File: src/rtl/serial_frame_pkg.sv
// Shared definitions for the framed serial link (transmitter and receiver).
package serial_frame_pkg;

    localparam int unsigned DEF_DATA_W       = 8;
    localparam bit          DEF_PARITY_EN    = 1'b0;
    localparam int unsigned DEF_STOP_BITS    = 1;
    localparam int unsigned DEF_CLKS_PER_BIT = 4;
    localparam bit          DEF_IDLE_LEVEL   = 1'b1;

    typedef enum logic [2:0] {
        IDLE   = 3'd0,
        START  = 3'd1,
        DATA   = 3'd2,
        PARITY = 3'd3,
        STOP   = 3'd4
    } tx_state_e;

    // Number of line bits in one frame: start + data + optional parity + stops.
    function automatic int unsigned frame_bits(input int unsigned data_w,
                                               input bit          parity_en,
                                               input int unsigned stop_bits);
        return 32'd1 + data_w + 32'(parity_en) + stop_bits;
    endfunction

endpackage

File: src/rtl/serial_bit_timer.sv
// Bit-period timer: counts CLKS_PER_BIT cycles per line bit, restartable.
module serial_bit_timer #(
    parameter int unsigned CLKS_PER_BIT = 4
) (
    input  logic clk,
    input  logic rst_n,
    input  logic restart,
    output logic bit_end_c,
    output logic near_end_c
);

    localparam int unsigned CNT_W = $clog2(CLKS_PER_BIT);

    logic [CNT_W-1:0] cnt_q;
    logic [CNT_W-1:0] cnt_d;

    // Strobes: last cycle of the bit, and the cycle just before it.
    always_comb begin
        bit_end_c  = (cnt_q == CNT_W'(CLKS_PER_BIT - 1));
        near_end_c = (cnt_q == CNT_W'(CLKS_PER_BIT - 2));
    end

    // Count up, wrapping at the end of each bit; restart forces the next cycle to count 0.
    always_comb begin
        cnt_d = cnt_q + CNT_W'(1);
        if (restart || bit_end_c) begin
            cnt_d = '0;
        end
    end

    // Counter register.
    always_ff @(posedge clk or negedge rst_n) begin
        if (!rst_n) begin
            cnt_q <= '0;
        end else begin
            cnt_q <= cnt_d;
        end
    end

endmodule

File: src/rtl/serial_frame_tx.sv
// Framed serial transmitter: start, DATA_W bits LSB first, optional even parity, stop bits.
module serial_frame_tx
    import serial_frame_pkg::*;
#(
    parameter int unsigned DATA_W       = DEF_DATA_W,
    parameter bit          PARITY_EN    = DEF_PARITY_EN,
    parameter int unsigned STOP_BITS    = DEF_STOP_BITS,
    parameter int unsigned CLKS_PER_BIT = DEF_CLKS_PER_BIT,
    parameter bit          IDLE_LEVEL   = DEF_IDLE_LEVEL
) (
    input  logic              clk,
    input  logic              rst_n,
    input  logic              in_valid,
    output logic              in_ready,
    input  logic [DATA_W-1:0] in_data,
    output logic              tx_line,
    output logic              busy,
    output logic              frame_done
);

    localparam int unsigned IDX_W = $clog2(DATA_W + 1);

    tx_state_e         state_q, state_d;
    logic [DATA_W-1:0] shreg_q, shreg_d;
    logic              parity_q, parity_d;
    logic [IDX_W-1:0]  bit_idx_q, bit_idx_d;
    logic              stop_idx_q, stop_idx_d;
    logic              tx_line_q, tx_line_d;
    logic              busy_q, busy_d;
    logic              done_q, done_d;
    logic              ready_q, ready_d;

    logic accept_c;
    logic last_stop_c;
    logic final_next_c;
    logic restart_c;
    logic bit_end_c;
    logic near_end_c;

    assign in_ready   = ready_q;
    assign tx_line    = tx_line_q;
    assign busy       = busy_q;
    assign frame_done = done_q;

    serial_bit_timer #(
        .CLKS_PER_BIT (CLKS_PER_BIT)
    ) u_timer (
        .clk        (clk),
        .rst_n      (rst_n),
        .restart    (restart_c),
        .bit_end_c  (bit_end_c),
        .near_end_c (near_end_c)
    );

    // Next-state, datapath and registered-output lookahead.
    always_comb begin
        state_d    = state_q;
        shreg_d    = shreg_q;
        parity_d   = parity_q;
        bit_idx_d  = bit_idx_q;
        stop_idx_d = stop_idx_q;

        accept_c    = in_valid && ready_q;
        last_stop_c = (state_q == STOP) && (stop_idx_q == 1'(STOP_BITS - 1));
        // The next cycle is the final cycle of the final stop bit.
        final_next_c = last_stop_c && near_end_c;

        if (accept_c) begin
            shreg_d  = in_data;
            parity_d = ^in_data;
        end

        case (state_q)
            IDLE: begin
                if (accept_c) begin
                    state_d = START;
                end
            end
            START: begin
                if (bit_end_c) begin
                    state_d = DATA;
                end
            end
            DATA: begin
                if (bit_end_c) begin
                    shreg_d = shreg_q >> 1;
                    if (bit_idx_q == IDX_W'(DATA_W - 1)) begin
                        bit_idx_d = '0;
                        state_d   = PARITY_EN ? PARITY : STOP;
                    end else begin
                        bit_idx_d = bit_idx_q + IDX_W'(1);
                    end
                end
            end
            PARITY: begin
                if (bit_end_c) begin
                    state_d = STOP;
                end
            end
            STOP: begin
                if (bit_end_c) begin
                    if (last_stop_c) begin
                        stop_idx_d = 1'b0;
                        state_d    = accept_c ? START : IDLE;
                    end else begin
                        stop_idx_d = stop_idx_q + 1'b1;
                    end
                end
            end
            default: begin
                state_d = IDLE;
            end
        endcase

        // Timer is held at zero while idle and restarted on every state change.
        restart_c = (state_d != state_q) || (state_q == IDLE);

        // Line level for the cycle that follows this edge.
        case (state_d)
            START:   tx_line_d = ~IDLE_LEVEL;
            DATA:    tx_line_d = shreg_d[0];
            PARITY:  tx_line_d = parity_d;
            default: tx_line_d = IDLE_LEVEL;
        endcase

        busy_d  = (state_d != IDLE);
        ready_d = (state_d == IDLE) || final_next_c;
        done_d  = final_next_c;
    end

    // State and output registers; reset drives the line idle immediately.
    always_ff @(posedge clk or negedge rst_n) begin
        if (!rst_n) begin
            state_q    <= IDLE;
            shreg_q    <= '0;
            parity_q   <= 1'b0;
            bit_idx_q  <= '0;
            stop_idx_q <= 1'b0;
            tx_line_q  <= IDLE_LEVEL;
            busy_q     <= 1'b0;
            done_q     <= 1'b0;
            ready_q    <= 1'b1;
        end else begin
            state_q    <= state_d;
            shreg_q    <= shreg_d;
            parity_q   <= parity_d;
            bit_idx_q  <= bit_idx_d;
            stop_idx_q <= stop_idx_d;
            tx_line_q  <= tx_line_d;
            busy_q     <= busy_d;
            done_q     <= done_d;
            ready_q    <= ready_d;
        end
    end

endmodule

File: config.mk
export PLATFORM = sky130hd
export DESIGN_NAME = serial_frame_tx
export DESIGN_NICKNAME = d
export VERILOG_FILES = /design/src/rtl/serial_frame_pkg.sv /design/src/rtl/serial_bit_timer.sv /design/src/rtl/serial_frame_tx.sv
export SDC_FILE = /design/constraint.sdc
export NUM_CORES = 1
export LEC_CHECK = 0
export BUFFER_PORTS_ARGS = -buffer_cell sky130_fd_sc_hd__buf_4
export CAP_MARGIN = 20
export CORE_UTILIZATION = 55
export CTS_CLUSTER_DIAMETER = 150
export DETAILED_ROUTE_END_ITERATION = 12
export PLACE_DENSITY = 0.87
export SLEW_MARGIN = 30
export SYNTH_ARGS = -nofsm -noshare
export SYNTH_HDL_FRONTEND = slang
export SYNTH_SLANG_ARGS = --single-unit
File: constraint.sdc
create_clock -name clk -period 2.1 [get_ports clk]
set_input_delay 0.105 -clock clk [delete_from_list [all_inputs] [get_ports clk]]
set_output_delay 0.105 -clock clk [all_outputs]
set_load 0.01 [all_outputs]
### Word level (Yosys, flattened, before mapping)

Index checks and enable logic that the tools add are counted.

| cells by class | value |
|---|---|
| add/sub/neg operators | 3 |
| equal/unequal tests | 11 |
| multiplexer cells | 17 |
| bitwise gates (word level) | 1 |
| reduce and logical (&&, ||, !) cells | 12 |

Operators by type and width:

| cell | count |
|---|---|
| 8-bit 2-to-1 mux | 3 |
| 3-bit 2-to-1 mux | 7 |
| 3-bit case mux with 5 select lines | 1 |
| 3-bit by 2-bit == test with 1-bit output (second input constant) | 4 |
| 8-bit parity | 1 |
| 3-bit by 1-bit == test with 1-bit output (second input constant) | 2 |
| 3-bit logical NOT | 2 |
| 4-bit by 1-bit adder with 4-bit output (second input constant) | 1 |
| 2-bit == test (second input constant) | 2 |
| 4-bit by 3-bit == test with 1-bit output (second input constant) | 1 |
| 4-bit 2-to-1 mux | 1 |
| 2-bit AND reduction | 2 |
| 3-bit == test (second input constant) | 1 |
| 1-bit logical AND | 3 |
| 1-bit logical OR | 3 |
| 1-bit 2-to-1 mux | 3 |
| 3-bit inequality test | 1 |
| 1-bit case mux with 3 select lines | 1 |
| 3-bit nonzero test | 1 |
| 2-bit by 1-bit adder with 2-bit output (second input constant) | 1 |
| 2-bit 2-to-1 mux | 1 |
| 1-bit adder (second input constant) | 1 |
| 1-bit inverter | 1 |

| storage, ports and cells | value |
|---|---|
| register bits | 23 |
| input bits | 11 |
| output and inout port bits | 4 |
| logic and storage cells | 54 |

### Logic depth before layout (Yosys ltp)

| depth | value |
|---|---|
| depth in word-level cells | 9 |
| depth in mapped cells | 8 |

### By module

A second synthesis with hierarchy kept.

| unflattened totals | value |
|---|---|
| cell total of the unflattened synthesis | 102 |
| area, all modules | 1137.3 sq um |

Modules (own cells, without submodules):

| module | instances | cells each | area each (sq um) |
|---|---|---|---|
| serial_frame_tx | 1 | 95 | 1038.5 |
| serial_bit_timer | 1 | 7 | 98.8 |

### Worst setup path before layout

No wires, ideal clock.

| timing | value |
|---|---|
| path kind | register -> register |
| from | reg u_timer.cnt_q[0] |
| to | reg tx_line_q, in the netlist tx_line |
| setup time | 86 ps |
| arrival | 1456 ps |
| setup slack | 558 ps |
| stages on the path, launching flop included | 9 |
| clock period less this slack | 1542 ps |
| cell sequence | dfrtp_1 -> ha_1 -> buf_4 -> and4bb_2 -> buf_4 -> nand2_1 -> o21ai_0 -> o21ai_1 -> o41ai_2 |

| on the way | value |
|---|---|
| elaborated cells on any way between the ends | 12 |
| classes of those cells | eq/ne: 4; mux: 8 |

RTL lines:

| element | line | text |
|---|---|---|
| start, declared | serial_bit_timer.sv:14 | `logic [CNT_W-1:0] cnt_q;` |
| start signal, assigned | serial_bit_timer.sv:36 | `cnt_q <= cnt_d;` |
| 2-bit == test | serial_bit_timer.sv:19 | `bit_end_c = (cnt_q == CNT_W'(CLKS_PER_BIT - 1));` |
| 8-bit 2-to-1 mux | serial_frame_tx.sv:85 | `if (bit_end_c) begin` |
| 8-bit 2-to-1 mux | serial_frame_tx.sv:73 | `case (state_q)` |
| net shreg_d[0] | serial_frame_tx.sv:24 | `logic [DATA_W-1:0] shreg_q, shreg_d;` |
| 1-bit case mux with 3 select lines | serial_frame_tx.sv:119 | `case (state_d)` |
| net tx_line_d | serial_frame_tx.sv:28 | `logic tx_line_q, tx_line_d;` |
| end signal, assigned | serial_frame_tx.sv:149 | `tx_line_q <= tx_line_d;` |
| end, declared | serial_frame_tx.sv:28 |  |

The timed path passes the listed nets, and every way through them passes these cells.
A chain may end at the register's enable or synchronous reset.

### Worst setup path in the final report

Same ends and word-level chain as after synthesis.

==> metrics.cfg <==
[synthesis]
ys_types=31
yosysTopAreaCell=dfrtp_1
syn-cell-area_um2=1150
synth_ff_type=dfrtp_1
synthCells=105
yosys_warnings=0
synth_common_cells=dfrtp_1 (21), nand2_1 (12), o21ai_0 (10)
synth_area_per_cell_um2=10.9
ys_seq_area_share_pct=50.4
synth_seq_cells=23
synth_top_area_share_pct=45.9
async_reset_ff_share_pct=100
synth_nets=119
synth-edff-count=0
yosys-top-cells-area=dfrtp_1 (46%), mux2i_1 (6.1%), xnor2_1 (5.3%)
yosysMostFrequentCell=dfrtp_1

[critical_path]
worst-path-max-fanout=20
ff2ff_setup_slack_ps=300
r2r-start=u_timer.cnt_q[0]$_DFF_PN0_
worstReg2RegEnd=tx_line$_DFF_PN1_
startpoint=u_timer.cnt_q[0]$_DFF_PN0_
critPathRequiredTime_ps=2340
cp-end-kind=flop
criticalPathCategory=flop to flop
arrival_ps=2040
endpoint=tx_line$_DFF_PN1_
r2r_cells=5
critPathLaunchType=flop

[power]
p_comb_share_pct=34.1
cellPowerDensity_nw_per_um2=1020
swShare_pct=34.8
seq_power_share_pct=51.0
irDropWorstVdd_mv=0.534
power_mw=1.32
clockPowerShare_pct=14.9
leakage_nw=0.625
intPower_mw=0.858
p_switching_mw=0.458

[min_path]
hp-class=primary input to flop
whs_path_depth=3

[floorplan]
ioPinCount=15
start_util_pct=58.4
die_w_um=47.7
dieArea_um2=2270
core-area_um2=1960
row_count=16
die_y_um=47.7

[detailed_routing]
drtIter0Drc=13
ant_nets=0
vias_per_cell=5.31
drtPass1Iterations=4
wl_per_cell_um=13.1
vias=781
drcViolationCount=0
routed_wl_mm=1.93

[clocking]
cts_buffers=3
path_clk_slew_ps=120
cts_root_buf=clkbuf_4
h-tree-depth=1
post_cts_buffers=0
cts_sinks=23
cts_buffer_depth=2
cts_tree=built
cts_resized=0
clk_latency_ps=300

[cells_and_area]
fin_util_pct=65.9
nFillCells=153
diodes=0
nets=135
syn2layout_area_growth_pct=12.9
layoutNonFillerInstCount=147
multi_input_area_um2=522
drive_gt1_share_pct=21.7
register_area_um2=578

[placement]
post-place-ws_ps=290
place_inst=142
dp_hpwl_mm=1.49
gp_congestion=0.737
numPortBuffers=14

[global_route]
antenna_found_initial=0
grt_max_degree=24
grt.total_usage_pct=19.5
overflow=0
grt_pass1_vias=697
grt_pass1_wl_mm=2.96

[timing]
max_freq_ghz=0.556
layout_worst_path_cycle_share_pct=85.6
worst_slack_ps=303
clock_skew_ps=4.41
hold_viol=0
drv_slew=0
fin_crit_ps=1800
tns_ps=0
rsz0062_at_grt=false
slew_headroom_pct=76.1
setup_viol=0
worst_pin_slew_ps=358

[outcome]
outcome=completed

[run]
drv_cap=0

==> metrics by stage <==
step / hold slack [ps] / cell area (µm²)
global placement: 5.11 / 1260
CTS: 70.3 / 1290
detailed placement: 13.2 / 1260
global route: 82.6 / 1290
floorplan: -191 / 1150
finish: 81.0 / 1290
==> critical path, cell delays in order, from the launching register on <==
cell and delay (ps):
dfrtp_1 390, ha_1 380, and4bb_2 520, o21ai_0 190
o21ai_1 160, o41ai_2 90
==> sequential cells by signal (all words and copies together), names as in the netlist <==
name and cells:
bit_idx_q 4, busy 1, frame_done 1, in_ready 1, parity_q 1, shreg_q 8
state_q 3, stop_idx_q 1, tx_line 1, u_timer.cnt_q 2
==> cells in the final DEF (no fill, tap or decap), types with 5 or more instances in the layout <==
cell     Yosys  final
dfrtp_1     21     21
nand2_1     12     12
xnor2_1      7      7
mux2i_1      7      7
o21ai_0     10     10
inv_1        5      5
buf_4        3     14
nor2_1       5      5
==> cell type report <==
cell class / count / share of cell area (%)
Clock buffer: 4 / 2.03
Inverter: 5 / 1.45
Timing Repair Buffer: 15 / 8.90
Tap cell: 27 / 2.61
Multi-Input combinational cell: 73 / 40.3
Sequential cell: 23 / 44.7
==> routing by layer <==
layer / vias up / routed length, µm / GRT usage (%)
li1: 394 / - / -
met1: 376 / 890 / 23.7
met2: 9 / 979 / 32.6
met3: 2 / 49 / 4.53
met4: 0 / 13 / 9.44
met5: - / 0 / 0
==> power by group through the flow <==
stage	registers (mW)	logic [mW]	clock network, mW
finish	0.671	0.449	0.196
global route	0.691	0.516	0.222
floorplan	0.659	0.362	0
global placement	0.669	0.423	0
CTS	0.671	0.453	0.207
detailed placement	0.679	0.454	0
==> logic make-up after synthesis <==
group,count (synthesis),share of synthesized area (%)
flops,23,50.4
simple gates,33,15.6
compound gates,20,12.7
buf+inv,9,4.04
xor+xnor,9,6.88
mux,8,7.10
fa+ha+maj,3,3.28
==> what timing repair did <==
item,CTS,global route
hold buffers,1,0
endpoints found under the hold margin,23,0
setup endpoints to repair,0,0
==> worst min path at each step <==
| stage | startpoint | endpoint | slack (ps) |
|---|---|---|---|
| 2_1_floorplan | rst_n | bit_idx_q[0]$_DFFE_PN0P_ | -190 |
| 3_3_place_gp | rst_n | busy$_DFF_PN0_ | 5 |
| 3_5_place_dp | rst_n | parity_q$_DFF_PN0_ | 10 |
| 4_1_cts | in_data[7] | shreg_q[7]$_DFF_PN0_ | 70 |
| 5_1_grt | in_data[7] | shreg_q[7]$_DFF_PN0_ | 80 |
| 6_report | in_data[7] | shreg_q[7]$_DFF_PN0_ | 80 |
(Power assumes the default switching activity.)
